$ cat src/rtl/fetch_ctrl.sv
// fetch_ctrl: PC owner and instruction-memory request sequencer.
// Merges memory wait-states and hazard stalls; handles redirects mid-access.
module fetch_ctrl #(
  parameter logic [31:0] RESET_PC = 32'h0000_0000,
  parameter int unsigned MAX_WAIT = 15
) (
  input  logic        clk_i,
  input  logic        rst_n_i,
  input  logic        pipe_stall_i,
  input  logic        branch_taken_i,
  input  logic [31:0] branch_target_i,
  input  logic        x_jump_i,
  input  logic [31:0] jump_target_i,
  input  logic        im_ready_i,
  output logic [31:0] pc_o,
  output logic        im_req_o,
  output logic        fetch_stall_o,
  output logic        misalign_o,
  output logic        err_o
);

  typedef enum logic [1:0] {
    S_IDLE,
    S_FETCH,
    S_DRAIN,
    S_HALT
  } state_t;

  localparam logic [7:0] WAIT_LAST = 8'(MAX_WAIT - 1);

  state_t      r_state, w_state_nxt;
  logic [31:0] r_pc, w_pc_nxt;
  logic [31:0] r_pend, w_pend_nxt;
  logic [7:0]  r_cnt, w_cnt_nxt;
  logic        r_err, w_err_nxt;

  logic        w_redir;
  logic [31:0] w_tgt_raw;
  logic [31:0] w_tgt;
  logic        w_req;
  logic        w_wait;
  logic        w_timeout;

  assign w_redir   = branch_taken_i | x_jump_i;
  assign w_tgt_raw = branch_taken_i ? branch_target_i : jump_target_i;
  assign w_tgt     = {w_tgt_raw[31:2], 2'b00};
  assign w_req     = (r_state == S_FETCH) || (r_state == S_DRAIN);
  assign w_wait    = w_req & ~im_ready_i;
  assign w_timeout = w_wait & (r_cnt == WAIT_LAST);

  always_comb begin
    w_state_nxt = r_state;
    w_pc_nxt    = r_pc;
    w_pend_nxt  = r_pend;
    w_err_nxt   = r_err;
    w_cnt_nxt   = w_wait ? r_cnt + 8'd1 : 8'd0;
    misalign_o  = 1'b0;
    unique case (r_state)
      S_IDLE: w_state_nxt = S_FETCH;
      S_FETCH: begin
        misalign_o = w_redir & (w_tgt_raw[1:0] != 2'b00);
        if (w_timeout) begin
          w_err_nxt   = 1'b1;
          w_state_nxt = S_HALT;
        end else if (w_redir && im_ready_i) begin
          w_pc_nxt = w_tgt;
        end else if (w_redir) begin
          w_pend_nxt  = w_tgt;
          w_state_nxt = S_DRAIN;
        end else if (im_ready_i && !pipe_stall_i) begin
          w_pc_nxt = r_pc + 32'd4;
        end
      end
      S_DRAIN: begin
        misalign_o = w_redir & (w_tgt_raw[1:0] != 2'b00);
        // A redirect seen during the drain supersedes the pending one
        if (w_redir) w_pend_nxt = w_tgt;
        if (w_timeout) begin
          w_err_nxt   = 1'b1;
          w_state_nxt = S_HALT;
        end else if (im_ready_i) begin
          w_pc_nxt    = w_redir ? w_tgt : r_pend;
          w_state_nxt = S_FETCH;
        end
      end
      S_HALT: w_state_nxt = S_HALT;
      default: w_state_nxt = S_IDLE;
    endcase
  end

  always_ff @(posedge clk_i or negedge rst_n_i) begin
    if (!rst_n_i) begin
      r_state <= S_IDLE;
      r_pc    <= RESET_PC;
      r_pend  <= 32'd0;
      r_cnt   <= 8'd0;
      r_err   <= 1'b0;
    end else begin
      r_state <= w_state_nxt;
      r_pc    <= w_pc_nxt;
      r_pend  <= w_pend_nxt;
      r_cnt   <= w_cnt_nxt;
      r_err   <= w_err_nxt;
    end
  end

  assign pc_o          = r_pc;
  assign im_req_o      = w_req;
  assign err_o         = r_err;
  assign fetch_stall_o = pipe_stall_i
                       | ((r_state == S_FETCH) & ~im_ready_i)
                       | (r_state == S_DRAIN)
                       | (r_state == S_IDLE)
                       | (r_state == S_HALT);

endmodule

$ cat config.mk
export PLATFORM = sky130hd
export DESIGN_NAME = fetch_ctrl
export DESIGN_NICKNAME = d
export VERILOG_FILES = /design/src/rtl/fetch_ctrl.sv
export SDC_FILE = /design/constraint.sdc
export NUM_CORES = 1
export LEC_CHECK = 0
export CORE_ASPECT_RATIO = 1.1
export CORE_MARGIN = 2
export CORE_UTILIZATION = 50
export DETAILED_ROUTE_END_ITERATION = 10
export PLACE_DENSITY_LB_ADDON = 0.3
export SLEW_MARGIN = 20
export SYNTH_ARGS = -nofsm -noshare
export SYNTH_HDL_FRONTEND = slang
export SYNTH_SLANG_ARGS = --single-unit
$ cat constraint.sdc
create_clock -name clk_i -period 3.1 [get_ports clk_i]
set_clock_uncertainty 0.2 [all_clocks]
set_input_delay 0.62 -clock clk_i [delete_from_list [all_inputs] [get_ports clk_i]]
set_output_delay 0.62 -clock clk_i [all_outputs]
set_load 0.01 [all_outputs]
* Yosys cells after proc, flatten, opt, wreduce, memory -nomap -nowiden
Cells that the tools add are included.
Word-level totals: word-level logic and storage cells 62, register bits 75, bits of input ports 70, output and inout bits 36
Operators by class: eq/ne operators 13, mux-type cells 20, reductions and logical operators 12, add/sub/neg operators 2, bitwise logic cells 10
Operators with widths (number):
- $mux 32 | 10
- $pmux 32 s2 | 2
- $add 32x3->32 const B | 1
- $mux 2 | 5
- $ne 3x3->1 const B | 3
- $add 8x1->8 const B | 1
- $eq 8x4->1 const B | 1
- $mux 8 | 1
- $ne 2x2->1 const B | 4
- $pmux 2 s4 | 1
- $reduce_and 3->1 | 2
- $reduce_and 6->1 | 1
- $or 1x1->1 | 5
- $and 1x1->1 | 4
- $eq 2x2->1 const B | 2
- $reduce_bool 2->1 | 2
- $ne 3x1->1 const B | 1
- $ne 3x2->1 const B | 1
- $eq 2x1->1 const B | 1
- $logic_and 1x1->1 | 2
- $logic_not 2->1 | 1
- $reduce_and 2->1 | 1
- $reduce_or 2->1 | 1
- $logic_not 1->1 | 1
- 3 further kinds | 3

* Longest topological paths before layout
depth after elaboration 7, depth in mapped cells 11, gate-level depth less buffers 7

* Least setup slack after synthesis
No wires, ideal clock.
kind input port to output port, start input port x_jump_i, end output port misalign_o, arrival time 2036 ps, setup slack 244 ps, buffers on the path 3, stages 6, cell sequence clkbuf_1 buf_1 buf_1 o21ai_0 nand2_1 o311a_1
Between the ends: cells in the longest elaborated chain, start to end 3
RTL lines:
- from (decl) | line 12 | input logic x_jump_i,
- $or 1x1->1 | line 44 | assign w_redir = branch_taken_i | x_jump_i;
- $and 1x1->1 | line 61, 75
- $mux 1
- to (decl) | line 18 | output logic misalign_o,
Every way passes these cells.

* Worst setup path after layout
Same ends and word-level chain as after synthesis.

==> metrics <==
cells resized by post-CTS repair=0; share of cells above drive strength 1=0.0982; FFs w/ async S/R, synth=1.00; FF+latch count, synth=75; Post-Synth Adder-Cell Area=0.0172; Total Wirelength=15,700 um; initial detailed-routing violation count=570; Finished Core Util=0.663; Syn Area/Cell=8.22 um2; Warnings, synthesis=0; Die X=100 um; # IOs=106; Initial Utilization=0.514; Leak=2.72 nW; Overflow after GRT=0; number of global-route vias before repair=5,187; antenna violations before repair=0; Peak supply drop=0.413 mV; final net count=795; Most common cell on crit path=clkdlybuf4s50_1; HPWL Detailed=11,200 um; Cell variety after synth=64; RSZ-0062 raised after global routing=no; worst hold path type=in -> async; Clock Path Buffers=2; Global Route Usage Sum=0.296; Fillers=845; CTS tree=built; CP Cell Sequence=clkdlybuf4s50_1 -> o21ai_0 -> nand2_1 -> o311a_1 -> clkdlybuf4s50_1; global placement routability congestion=0.941; footprint of the multi-input gates=2940 um2; largest net degree at the start of global routing=47; die area=11,000 um2; register area share after synthesis=0.369; DR WL/cell=18.6 um; Top FF cell, synth=dfrtp_1; Critical Path AT=2.07 ns; PwrDens=906 nW/um2; final setup fails=0; Sequential Area=1880 um2; FMAX=346 MHz; Critical Path Source Type=primary input; reg2reg setup slack=0.38 ns; die height=110 um; Compound-Gate Fraction of Synth Area=0.244; R2R depth=9; DRC=0; max_slew headroom=0.522; CP Class=in -> out; RR Endpoint=pc_o[25]; Net Count, Synth=695; Detail Route Antenna Nets=0; CP top delay family=buffers and inverters; CTS clk-pin slew, worst paths=0.09 ns; min Tclk post-route=2.89 ns; root buf cell=clkbuf_8; worst-skew pair later-pin latency=0.36 ns; Worst Tran Pin Value=0.717 ns; Layout area overhead=29.1%; crit end category=output pin; htree depth=3; Final TNS setup=0 ns; final hold violation count=0; max incr delay on CP=0.58 ns; CP max FO=2; Worst path slowest cell=clkdlybuf4s50_1; Simple-Gate Fraction of Synth Area=0.220; TritonCTS Buffers=9; fin. max-slew vios=0; row cnt=38; Post-synth EDFFs=0; clk sinks=75; critical path data required time=2.28 ns; Vias=5,340; Core ar.=9890 um2; main combinational cell family by area after synthesis=compound AO/OA/AOI/OAI gates; Post-Syn Instances=618; synthesized cell area=5080 um2; via-per-instance ratio=6.33; Max Cap Viol=0; crit path buf inv count=2; mux share of post-synthesis cell area=0.0771; r2r startpoint=r_state[0]; Period Utilization, post-route=0.933; global-route wire length before repair=25,700 um; Antenna diodes=0; # Post-CTS Setup Buffers=0; Hold-fix buffers, CTS=0; port bufs=105; XOR/XNOR Fraction of Synth Area=0.0207; Pre-Repair DR Iteration Count=6; run status=finished clean
sequential cells by signal, summed over array words and instances, names as in the netlist:
signal and count:
pc_o 32, r_pend 32, r_cnt 8, r_state 2
err_o 1
worst max path at each step:
stage	from	end	slack [ns]	cells after the start
after floorplan	x_jump_i	misalign_o	0.24	6
after global placement	x_jump_i	misalign_o	0.20	5
after detailed placement	x_jump_i	pc_o[21]	0.12	7
after CTS	x_jump_i	misalign_o	0.20	5
after global routing	r_state[1]	fetch_stall_o	0.13	5
final	x_jump_i	misalign_o	0.21	5
where the power goes:
part           switching (mW)  leakage (nW)  internal, mW  total, mW
registers               0.425         0.918          1.40       1.83
clock network           0.384         0.123         0.555      0.939
logic                    1.76          1.68          1.41       3.17
total                    2.57          2.72          3.37       5.94
area by class of cell:
| cell class | count | share of cell area |
|---|---|---|
| clock inverter | 5 | 0.0153 |
| inverter | 12 | 0.00686 |
| timing repair buffer | 135 | 0.199 |
| tap | 120 | 0.0229 |
| clock buffer | 11 | 0.0215 |
| sequential | 75 | 0.286 |
| multi-input combinational | 485 | 0.449 |
routing by layer:
metal  global-route usage  vias up  routed length (um)
li1                     -     2473                   -
met1                0.387     2562                6400
met2                0.491      273                7650
met3               0.0534       32                1280
met4                0.112        0                 351
met5                    0        -                   0
cell families after synthesis:
logic type / after synthesis
adders and majority gates: 7
muxes: 37
buffers and inverters: 58
and+or+nand+nor: 227
AOI/OAI and AO/OA: 202
xor gates and xnor gates: 12
DFF: 75
cell usage after synthesis (3+ instances only):
cell type | n | area (um2)
nor4_1 | 7 | 43.8
or4_1 | 3 | 22.5
nand2b_1 | 11 | 68.8
nor2_1 | 48 | 180
nor3_1 | 7 | 35.0
clkbuf_1 | 29 | 109
buf_2 | 5 | 25.0
o2bb2ai_1 | 5 | 43.8
o221ai_1 | 6 | 52.6
nor2b_1 | 6 | 37.5
mux2_2 | 13 | 146
buf_6 | 3 | 33.8
nand4_1 | 7 | 43.8
a22oi_1 | 3 | 22.5
and2_1 | 5 | 31.3
a21oi_1 | 55 | 275
nand3_1 | 53 | 265
mux2i_1 | 23 | 230
dfrtp_1 | 75 | 1880
a2bb2oi_1 | 5 | 43.8
ha_1 | 7 | 87.6
inv_1 | 11 | 41.3
xor2_1 | 7 | 61.3
o211ai_1 | 10 | 75.1
xnor2_1 | 5 | 43.8
nand2_1 | 59 | 221
and4_1 | 3 | 26.3
buf_1 | 5 | 18.8
o21ai_0 | 72 | 360
and3_1 | 9 | 56.3
o22ai_1 | 5 | 31.3
a211oi_1 | 3 | 22.5
a31oi_1 | 12 | 75.1
cell usage in the layout, fill, tap and decap left out, drive strengths merged, types with 3 or more instances in the layout:
cell	instances
nand4	9
and4	3
mux2i	23
a31o	3
nand2	59
nor2	49
a2bb2oi	5
a21oi	55
buf	32
bufinv	3
o2bb2ai	5
clkdlybuf4s50	103
inv	12
dfrtp	75
clkbuf	11
o21ai	72
xor2	7
or4	3
a22oi	3
nor2b	6
and2	5
and3	9
mux2	14
o22ai	5
a31oi	13
nand3	54
nor3	7
a211oi	3
o221ai	6
o211ai	10
ha	7
xnor2	5
nand2b	11
nor4	7
per-stage QoR:
stage | hold WS (ns) | setup WS, ns | power (mW) | instance area [um2] | cells
after floorplan | 0.124 | 0.244 | 3.74 | 5080 | 618
after global placement | 0.256 | 0.203 | 4.83 | 6320 | 827
after detailed placement | 0.261 | 0.117 | 4.97 | 6320 | 827
after CTS | 0.119 | 0.203 | 5.91 | 6560 | 843
after global routing | 0.159 | 0.127 | 6.36 | 6560 | 843
final | 0.0994 | 0.207 | 5.94 | 6560 | 843
Note: power is estimated with default switching activity, not from simulation.
